--- src/rtl/alu_seq_pkg.sv ---
// Shared phase-bus definitions for the sequence counter and its datapath responders.
package alu_seq_pkg;

    localparam int unsigned NUM_PHASES = 6;

    localparam int unsigned PH_INIT  = 0;
    localparam int unsigned PH_TEST  = 1;
    localparam int unsigned PH_ADD   = 2;
    localparam int unsigned PH_SHIFT = 3;
    localparam int unsigned PH_COUNT = 4;
    localparam int unsigned PH_STORE = 5;

    // True when exactly one phase line is active.
    function automatic logic is_onehot6(input logic [NUM_PHASES-1:0] v);
        return $countones(v) == 1;
    endfunction

endpackage

--- src/rtl/mul_iter_cnt.sv ---
// Saturating iteration counter for the shift-add loop; flags the increment that completes it.
module mul_iter_cnt #(
    parameter int unsigned WIDTH = 8,
    parameter int unsigned CNT_W = $clog2(WIDTH + 1)
) (
    input  logic clk_i,
    input  logic rst_i,
    input  logic clr_i,
    input  logic inc_i,
    output logic term_o
);

    localparam logic [CNT_W-1:0] CntMax = CNT_W'(WIDTH);
    localparam logic [CNT_W-1:0] CntOne = CNT_W'(1);

    logic [CNT_W-1:0] cnt_q, cnt_d;
    logic             at_max;

    assign at_max = (cnt_q == CntMax);

    // Next count: clear wins, then a non-wrapping increment.
    always_comb begin
        cnt_d = cnt_q;
        if (clr_i) begin
            cnt_d = '0;
        end else if (inc_i && !at_max) begin
            cnt_d = cnt_q + CntOne;
        end
    end

    // Terminal when this increment lands exactly on WIDTH.
    assign term_o = inc_i && !clr_i && !at_max && ((cnt_q + CntOne) == CntMax);

    // Counter register with synchronous reset.
    always_ff @(posedge clk_i) begin
        if (rst_i) begin
            cnt_q <= '0;
        end else begin
            cnt_q <= cnt_d;
        end
    end

endmodule

--- src/rtl/alu_phase_responder.sv ---
// Shift-add multiplier driven one micro-step per phase by the sequence counter's one-hot bus.
module alu_phase_responder
    import alu_seq_pkg::*;
#(
    parameter int unsigned WIDTH = 8,
    parameter int unsigned CNT_W = $clog2(WIDTH + 1)
) (
    input  logic               CLK,
    input  logic               RST,
    input  logic               fi0,
    input  logic               fi1,
    input  logic               fi2,
    input  logic               fi3,
    input  logic               fi4,
    input  logic               fi5,
    input  logic [WIDTH-1:0]   A_IN,
    input  logic [WIDTH-1:0]   B_IN,
    output logic               END,
    output logic [2*WIDTH-1:0] PROD,
    output logic               VALID,
    output logic               ERR
);

    logic [NUM_PHASES-1:0] ph;
    logic                  ph_idle, ph_onehot, ph_viol, ph_ok;
    logic                  term;

    logic [WIDTH-1:0]      m_q, q_q, acc_q;
    logic                  c_q, q0_q, armed_q;
    logic                  end_q, valid_q, err_q;
    logic [2*WIDTH-1:0]    prod_q;
    logic [WIDTH:0]        sum;

    assign ph        = {fi5, fi4, fi3, fi2, fi1, fi0};
    assign ph_idle   = (ph == '0);
    assign ph_onehot = is_onehot6(ph);

    // fi0 is always accepted; other phases need an armed operation, and END
    // separates the loop phases (END=0) from the store phase (END=1).
    assign ph_viol = !ph_idle &&
                     (!ph_onehot ||
                      (!ph[PH_INIT] && (!armed_q ||
                                        ( ph[PH_STORE] && !end_q) ||
                                        (!ph[PH_STORE] &&  end_q))));
    assign ph_ok   = ph_onehot && !ph_viol;

    assign sum = {1'b0, acc_q} + {1'b0, m_q};

    mul_iter_cnt #(
        .WIDTH (WIDTH),
        .CNT_W (CNT_W)
    ) u_cnt (
        .clk_i  (CLK),
        .rst_i  (RST),
        .clr_i  (ph_ok && ph[PH_INIT]),
        .inc_i  (ph_ok && ph[PH_COUNT]),
        .term_o (term)
    );

    // Datapath and registered outputs; a violation only sets the sticky error.
    always_ff @(posedge CLK) begin
        if (RST) begin
            m_q     <= '0;
            q_q     <= '0;
            acc_q   <= '0;
            c_q     <= 1'b0;
            q0_q    <= 1'b0;
            armed_q <= 1'b0;
            end_q   <= 1'b0;
            valid_q <= 1'b0;
            err_q   <= 1'b0;
            prod_q  <= '0;
        end else if (ph_viol) begin
            err_q <= 1'b1;
        end else if (ph_ok) begin
            unique case (1'b1)
                ph[PH_INIT]: begin
                    m_q     <= A_IN;
                    q_q     <= B_IN;
                    acc_q   <= '0;
                    c_q     <= 1'b0;
                    q0_q    <= 1'b0;
                    end_q   <= 1'b0;
                    valid_q <= 1'b0;
                    err_q   <= 1'b0;
                    armed_q <= 1'b1;
                end
                ph[PH_TEST]: q0_q <= q_q[0];
                ph[PH_ADD]: begin
                    if (q0_q) begin
                        {c_q, acc_q} <= sum;
                    end
                end
                ph[PH_SHIFT]: begin
                    // {C,ACC,Q} >> 1; carry is consumed here.
                    acc_q <= {c_q, acc_q[WIDTH-1:1]};
                    q_q   <= {acc_q[0], q_q[WIDTH-1:1]};
                    c_q   <= 1'b0;
                end
                ph[PH_COUNT]: begin
                    if (term) begin
                        end_q <= 1'b1;
                    end
                end
                ph[PH_STORE]: begin
                    prod_q  <= {acc_q, q_q};
                    valid_q <= 1'b1;
                    armed_q <= 1'b0;
                end
                default: ;
            endcase
        end
    end

    assign END   = end_q;
    assign PROD  = prod_q;
    assign VALID = valid_q;
    assign ERR   = err_q;

endmodule

--- config.mk ---
export PLATFORM = sky130hd
export DESIGN_NAME = alu_phase_responder
export DESIGN_NICKNAME = d
export VERILOG_FILES = /design/src/rtl/alu_seq_pkg.sv /design/src/rtl/mul_iter_cnt.sv /design/src/rtl/alu_phase_responder.sv
export SDC_FILE = /design/constraint.sdc
export NUM_CORES = 1
export LEC_CHECK = 0
export ABC_AREA = 1
export CAP_MARGIN = 5
export CORE_UTILIZATION = 40
export CTS_CLUSTER_DIAMETER = 50
export DETAILED_ROUTE_END_ITERATION = 6
export GPL_TIMING_DRIVEN = 1
export HOLD_SLACK_MARGIN = 0.15
export SYNTH_ARGS = -nofsm -noshare
export SYNTH_HDL_FRONTEND = slang
export SYNTH_SLANG_ARGS = --single-unit
--- constraint.sdc ---
create_clock -name CLK -period 5.05 [get_ports CLK]
set_clock_uncertainty 0.2 [all_clocks]
set_input_delay 1.01 -clock CLK [delete_from_list [all_inputs] [get_ports CLK]]
set_output_delay 1.01 -clock CLK [all_outputs]
set_load 0.05 [all_outputs]
==> results of run 1 <==
-- metal layers --
layer  global-route usage (%)  up-vias  routed length [um]
met5                        0        -                   0
met4                     6.01        0                  89
met3                     3.50        7                 200
met2                     32.9       36                2920
met1                     22.5     1107                2900
li1                         -     1299                   -
-- power by group --
part	internal (W)	switching, W	leakage [nW]	total [W]
Clock	0.000199	0.000144	0.0683	0.000343
Combinational	0.0000808	0.000118	1.07	0.000199
Sequential	0.000419	0.0000202	0.405	0.000439
Total	0.000699	0.000283	1.55	0.000981
-- synthesized netlist by cell type, drive strengths merged, types with 2 or more instances --
master,count
nor2,53
nand2,120
clkbuf,6
buf,6
ha,13
a22o,2
nand3,29
a21oi,20
mux2i,8
nand4,6
o21a,2
nand3b,2
o21ai,11
fa,4
xor2,2
dfxtp,50
inv,49
-- flip-flops by register name (all words and copies together), names as in the netlist --
name and cells:
acc_q 8, PROD 16, VALID 1, c_q 1, q_q 8, q0_q 1
u_cnt.cnt_q 4, END 1, m_q 8, ERR 1, armed_q 1
-- cells by family after synthesis --
| family | Yosys count | synth area share [%] |
|---|---|---|
| adder cells (fa/ha/maj) | 17 | 8.82 |
| AND/OR/NAND/NOR | 212 | 34.2 |
| buffers and inverters | 62 | 9.28 |
| XOR/XNOR | 3 | 0.955 |
| flip-flops | 50 | 36.4 |
| AO/OA/AOI/OAI | 37 | 7.50 |
| multiplexers | 8 | 2.91 |
-- metrics by stage --
stage,cell area [um^2],utilization (%),setup WS [ns],cells,power [W]
final,3360,51.7,0.363,507,0.000981
after global routing,3360,51.7,0.0942,507,0.00104
after CTS,3360,51.7,0.380,507,0.000991
after detailed placement,3220,49.6,0.0259,499,0.000649
after global placement,3220,49.6,0.132,499,0.000644
after floorplan,2750,-,0.958,389,0.000590
-- area by class of cell --
class	instances	share of cell area, %
clock buffers	5	2.05
clock inverters	3	2.05
inverters	50	5.58
multi-input cells	277	44.5
flip-flops and latches	50	29.8
well taps	77	2.87
repair buffers	45	13.2
-- worst max path at each step --
stage               startpoint  slack [ns]                     endpoint
floorplan                  fi3        0.96          q_q[5]$_SDFFE_PP0P_
global placement           fi0        0.13  u_cnt.cnt_q[3]$_SDFFE_PP0P_
detailed placement         fi0        0.03          m_q[1]$_SDFFE_PP0P_
CTS                        fi0        0.38          m_q[1]$_SDFFE_PP0P_
global route               fi0        0.09          m_q[1]$_SDFFE_PP0P_
finish                     fi0        0.36          m_q[1]$_SDFFE_PP0P_
-- critical path: stages --
cell	delay, ns
clkdlybuf4s50_1	0.51
inv_1	0.13
fa_1	0.52
fa_1	0.50
inv_1	0.04
ha_1	0.18
fa_1	0.48
nor3b_4	0.40
nand2_1	0.50
o21ai_0	0.33
a21oi_1	0.06
==> impl_metrics.ini, run 1 <==
[status]
outcome = completed

[worst_setup_path]
ff2ff_setup_slack_ns = 3.17
critPathKind = input port to flip-flop
r2r.worst_path.cells = 11
startpoint_type = input port
rr_startpoint = acc_q[0]$_SDFFE_PP0P_
worstPathMaxFanout = 20
cp.arrival_ns = 4.67
critical_path_required_ns = 5.03
worstReg2RegEnd = acc_q[4]$_SDFFE_PP0P_
worst_setup_path_end_kind = flip-flop

[timing]
layout_min_cycle_time_ns = 4.69
timing.hold.ws_ns = 0.258
report.final.slew_viol_count = 0
hold_viol = 0
finalCritPeriodShare_pct = 92.8
slew_headroom_pct = 55.8
fmax_mhz = 213
finalSetupViolations = 0
rsz0062_at_grt = no
finalSetupTns_ns = 0
worst_slew_pin_slew_ns = 0.661

[hold_path]
hold_path_class = flip-flop to flip-flop
min_to = m_q[2]$_SDFFE_PP0P_
min_from = m_q[2]$_SDFFE_PP0P_
hold_depth = 2

[die]
start_util_pct = 42.4
die_area_um2 = 7210
die_w_um = 84.9
ios = 43
die_h_um = 84.9
core-area_um2 = 6490
rows = 29

[synthesis]
netlist_instances = 389
ys_warn_count = 0
synthArstFlopShare_pct = 0
synth_top_cell_area_share_pct = 36.4
post_synth.cell_area_avg_um2 = 7.07
syn-num-nets = 430
synth-seq-area-share_pct = 36.4
synth_area_leaders = dfxtp_1, nand2_1, nor2_1
syn_area_um2 = 2750
ys_types = 32
synth-edff-count = 0
synth_largest_area_cell = dfxtp_1
synthFlopType = dfxtp_1
ys_ff_latch = 50

[routing]
routed_wl_um = 6110
drt_iter0_drc = 110
dr.pass1.iters = 7
ant_nets = 0
vias = 2449
wl_per_cell_um = 12.0
drc = 0
viasPerCell = 4.83

[cts]
cts_tree = built
numCtsBuffers = 5
clk_path_buf_depth = 2
ctsHoldBuffers = 0
post_cts_buffers = 0
cts_resized = 0
ctsRootBufferMaster = clkbuf_8
clock_sinks = 50
cts_htree_levels = 2
clk_latency_ns = 0.31
clk_pin_slew_ns = 0.10

[cells_and_area]
mostFrequentLayoutCells = nand2_1, dfxtp_1, nor2_1
drive_gt1_share_pct = 6.05
multi_input_area_um2 = 1500
antenna_cells = 0
syn2layout_area_growth_pct = 22.1
finalNetCount = 470
final_common_cell = nand2_1
nFillCells = 634
regArea_um2 = 1000

[place]
port_buffers = 42
routabilityCongestion = 0.789
place_hpwl_um = 4460

[global_route]
grt_first_pass_wirelength_um = 10600
grt_use_total_pct = 18.5
grt_max_degree = 40
antenna_found_initial = 0
grt.overflow.total = 0
grt_pass1_vias = 2326

[power_and_ir_drop]
ir_worst_vdd_uv = 179
p_leak_nw = 1.55
p_per_area_nw_per_um2 = 292

[job]
max-cap-violations = 0
(Power assumes the default switching activity.)
==> inputs of run 2 (changes only) <==
--- a/config.mk
+++ b/config.mk
@@ -5,7 +5,6 @@
 export SDC_FILE = /design/constraint.sdc
 export NUM_CORES = 1
 export LEC_CHECK = 0
-export ABC_AREA = 1
 export CAP_MARGIN = 5
 export CORE_UTILIZATION = 40
 export CTS_CLUSTER_DIAMETER = 50
==> run 2 against run 1 <==
Flip-flop and latch count stayed put. Worst setup slack improved by 0.083 ns. Via count shrank 17%. Cell area shrank 7.7%. Sequential share of layout area up 2.5 points. First-iteration DRC count decreased by 33%. Wire length fell by 11%. Sequential power down 1%. Worst hold slack gained 0.011 ns. Critical path depth up 1. Critical endpoint is now PROD[10]$_SDFFE_PP0P_. Largest power group unchanged. Highest routed layer unchanged.
==> impl_metrics.ini, run 2 <==
[status]
outcome = completed

[timing]
slew_headroom_pct = 46.9
worst_slew_pin_slew_ns = 0.795
report.final.slew_viol_count = 0
rsz0062_at_grt = no
finalCritPeriodShare_pct = 91.2
finalSetupViolations = 0
hold_viol = 0
fmax_mhz = 217
finalSetupTns_ns = 0
layout_min_cycle_time_ns = 4.60

[place]
port_buffers = 42
routabilityCongestion = 0.846
place_inst = 378
place_hpwl_um = 3920

[cells_and_area]
fin_cells = 385
antenna_cells = 0
mostFrequentLayoutCells = dfxtp_1, clkdlybuf4s50_1, nand2_1
largest_reg_flops = 16
drive_gt1_share_pct = 8.71
syn2layout_area_growth_pct = 21.6
nFillCells = 591
finalNetCount = 351
final_common_cell = dfxtp_1

[power_and_ir_drop]
totalPowerFinal_w = 0.000845
ir_worst_vdd_uv = 147
p_leak_nw = 1.17
p_per_area_nw_per_um2 = 272

[synthesis]
synth_top_cell_area_share_pct = 39.2
post_synth.cell_area_avg_um2 = 9.60
synth_common_cells = dfxtp_1, nand2_1, nor2_1
synth_area_leaders = dfxtp_1, ha_1, a22o_1
ys_ff_latch = 50
ys_types = 49
yosysMostFrequentCell = dfxtp_1
synthFlopType = dfxtp_1
netlist_instances = 266
syn-num-nets = 307
synth_largest_area_cell = dfxtp_1
syn_area_um2 = 2550
synth-edff-count = 0
synth-seq-area-share_pct = 39.2
ys_warn_count = 0
synthArstFlopShare_pct = 0

[cts]
clk_latency_ns = 0.31
clk_pin_slew_ns = 0.09
numCtsBuffers = 5
cts_htree_levels = 2
cts_resized = 0
cts_tree = built
ctsHoldBuffers = 0
clock_sinks = 50
ctsRootBufferMaster = clkbuf_8
post_cts_buffers = 0
clk_path_buf_depth = 2

[routing]
drc = 0
routed_wl_um = 5430
vias = 2038
ant_nets = 0
dr.pass1.iters = 4
viasPerCell = 5.29
drt_iter0_drc = 74
wl_per_cell_um = 14.1

[hold_path]
hold_path_class = flip-flop to flip-flop

[job]
max-cap-violations = 0

[global_route]
grt_first_pass_wirelength_um = 8960
grt_pass1_vias = 1917
grt_max_degree = 21
grt_use_total_pct = 17.3
grt.overflow.total = 0
antenna_found_initial = 0

[die]
die_area_um2 = 6700
die_h_um = 81.9
start_util_pct = 42.4
ios = 43
die_w_um = 81.9
rows = 28
core-area_um2 = 6030

[worst_setup_path]
startpoint_type = input port
worst_setup_path_end_kind = flip-flop
critPathKind = input port to flip-flop
worstPathMaxFanout = 17
critical_path_required_ns = 5.10
cp.arrival_ns = 4.65
-- run 2: cell types whose count changed after synthesis, sizes merged, moves of 4 or more --
cell    before  now
nand2      120   25
inv         49   14
nor2        53   24
nand3       29    7
a211oi       0   17
a22o         2   16
nor3         1   10
a21oi       20   14
nand4        6    0
a21o         0    4
-- run 2: per-layer routing --
metal  track usage [%]  up-vias  wire [um]
li1                  -     1057          -
met1              23.8      937       2770
met2              27.1       39       2430
met3              3.44        5        203
met4              5.26        0         38
met5                 0        -          0
-- run 2: worst max-delay path: stages --
cell and delay, ns:
clkdlybuf4s50_1 0.59, inv_1 0.11, fa_1 0.51, fa_1 0.49
inv_1 0.04, ha_1 0.19, fa_1 0.53, nor2_1 0.06
nand2_1 0.22, nor3_1 0.10, nor2_2 0.56, a22o_1 0.25
-- run 2: layout make-up --
class / instances / area, um^2 / share of cell area [%]
flip-flops and latches: 50 / 1000 / 32.3
well taps: 75 / 93.8 / 3.02
multi-input cells: 190 / 1400 / 45.1
repair buffers: 49 / 473 / 15.2
clock inverters: 2 / 15.0 / 0.484
clock buffers: 5 / 68.8 / 2.22
inverters: 14 / 52.6 / 1.69
-- run 2: cells by family (layout without fill, tap and decap cells) --
| logic type | after synthesis | in the layout | share of synthesized area [%] |
|---|---|---|---|
| xor gates and xnor gates | 5 | 5 | 1.72 |
| adders and majority gates | 17 | 17 | 9.51 |
| buffers and inverters | 26 | 70 | 5.98 |
| AOI/OAI and AO/OA | 81 | 81 | 24.7 |
| muxes | 11 | 11 | 4.36 |
| and+or+nand+nor | 76 | 76 | 14.6 |
| DFF | 50 | 50 | 39.2 |
-- run 2: path summary, 6_finish.rpt --
check                           slack, ns                   from                    end  cells past startpoint
worst max-delay path                 0.45                    fi0  PROD[10]$_SDFFE_PP0P_                     12
worst min-delay path                 0.27    m_q[6]$_SDFFE_PP0P_    m_q[6]$_SDFFE_PP0P_                      2
worst max register to register       2.70  acc_q[0]$_SDFFE_PP0P_       c_q$_SDFFE_PP0P_                      7
worst min register to register       0.27    m_q[6]$_SDFFE_PP0P_    m_q[6]$_SDFFE_PP0P_                      2
-- run 2: power by group --
part	switching, W	total (W)	internal [W]
clock	0.000135	0.000230	0.0000949
combinational	0.000103	0.000182	0.0000786
sequential	0.0000184	0.000434	0.000415
-- run 2: metrics by stage --
| stage | util (%) | instance area (um^2) | hold WS [ns] | setup slack (ns) |
|---|---|---|---|---|
| 2_1_floorplan | - | 2550 | 0.241 | 0.872 |
| 3_3_place_gp | 50.1 | 3020 | 0.250 | 0.223 |
| 3_5_place_dp | 50.1 | 3020 | 0.255 | 0.117 |
| 4_1_cts | 51.5 | 3100 | 0.270 | 0.443 |
| 5_1_grt | 51.5 | 3100 | 0.298 | 0.171 |
| 6_report | 51.5 | 3100 | 0.270 | 0.447 |
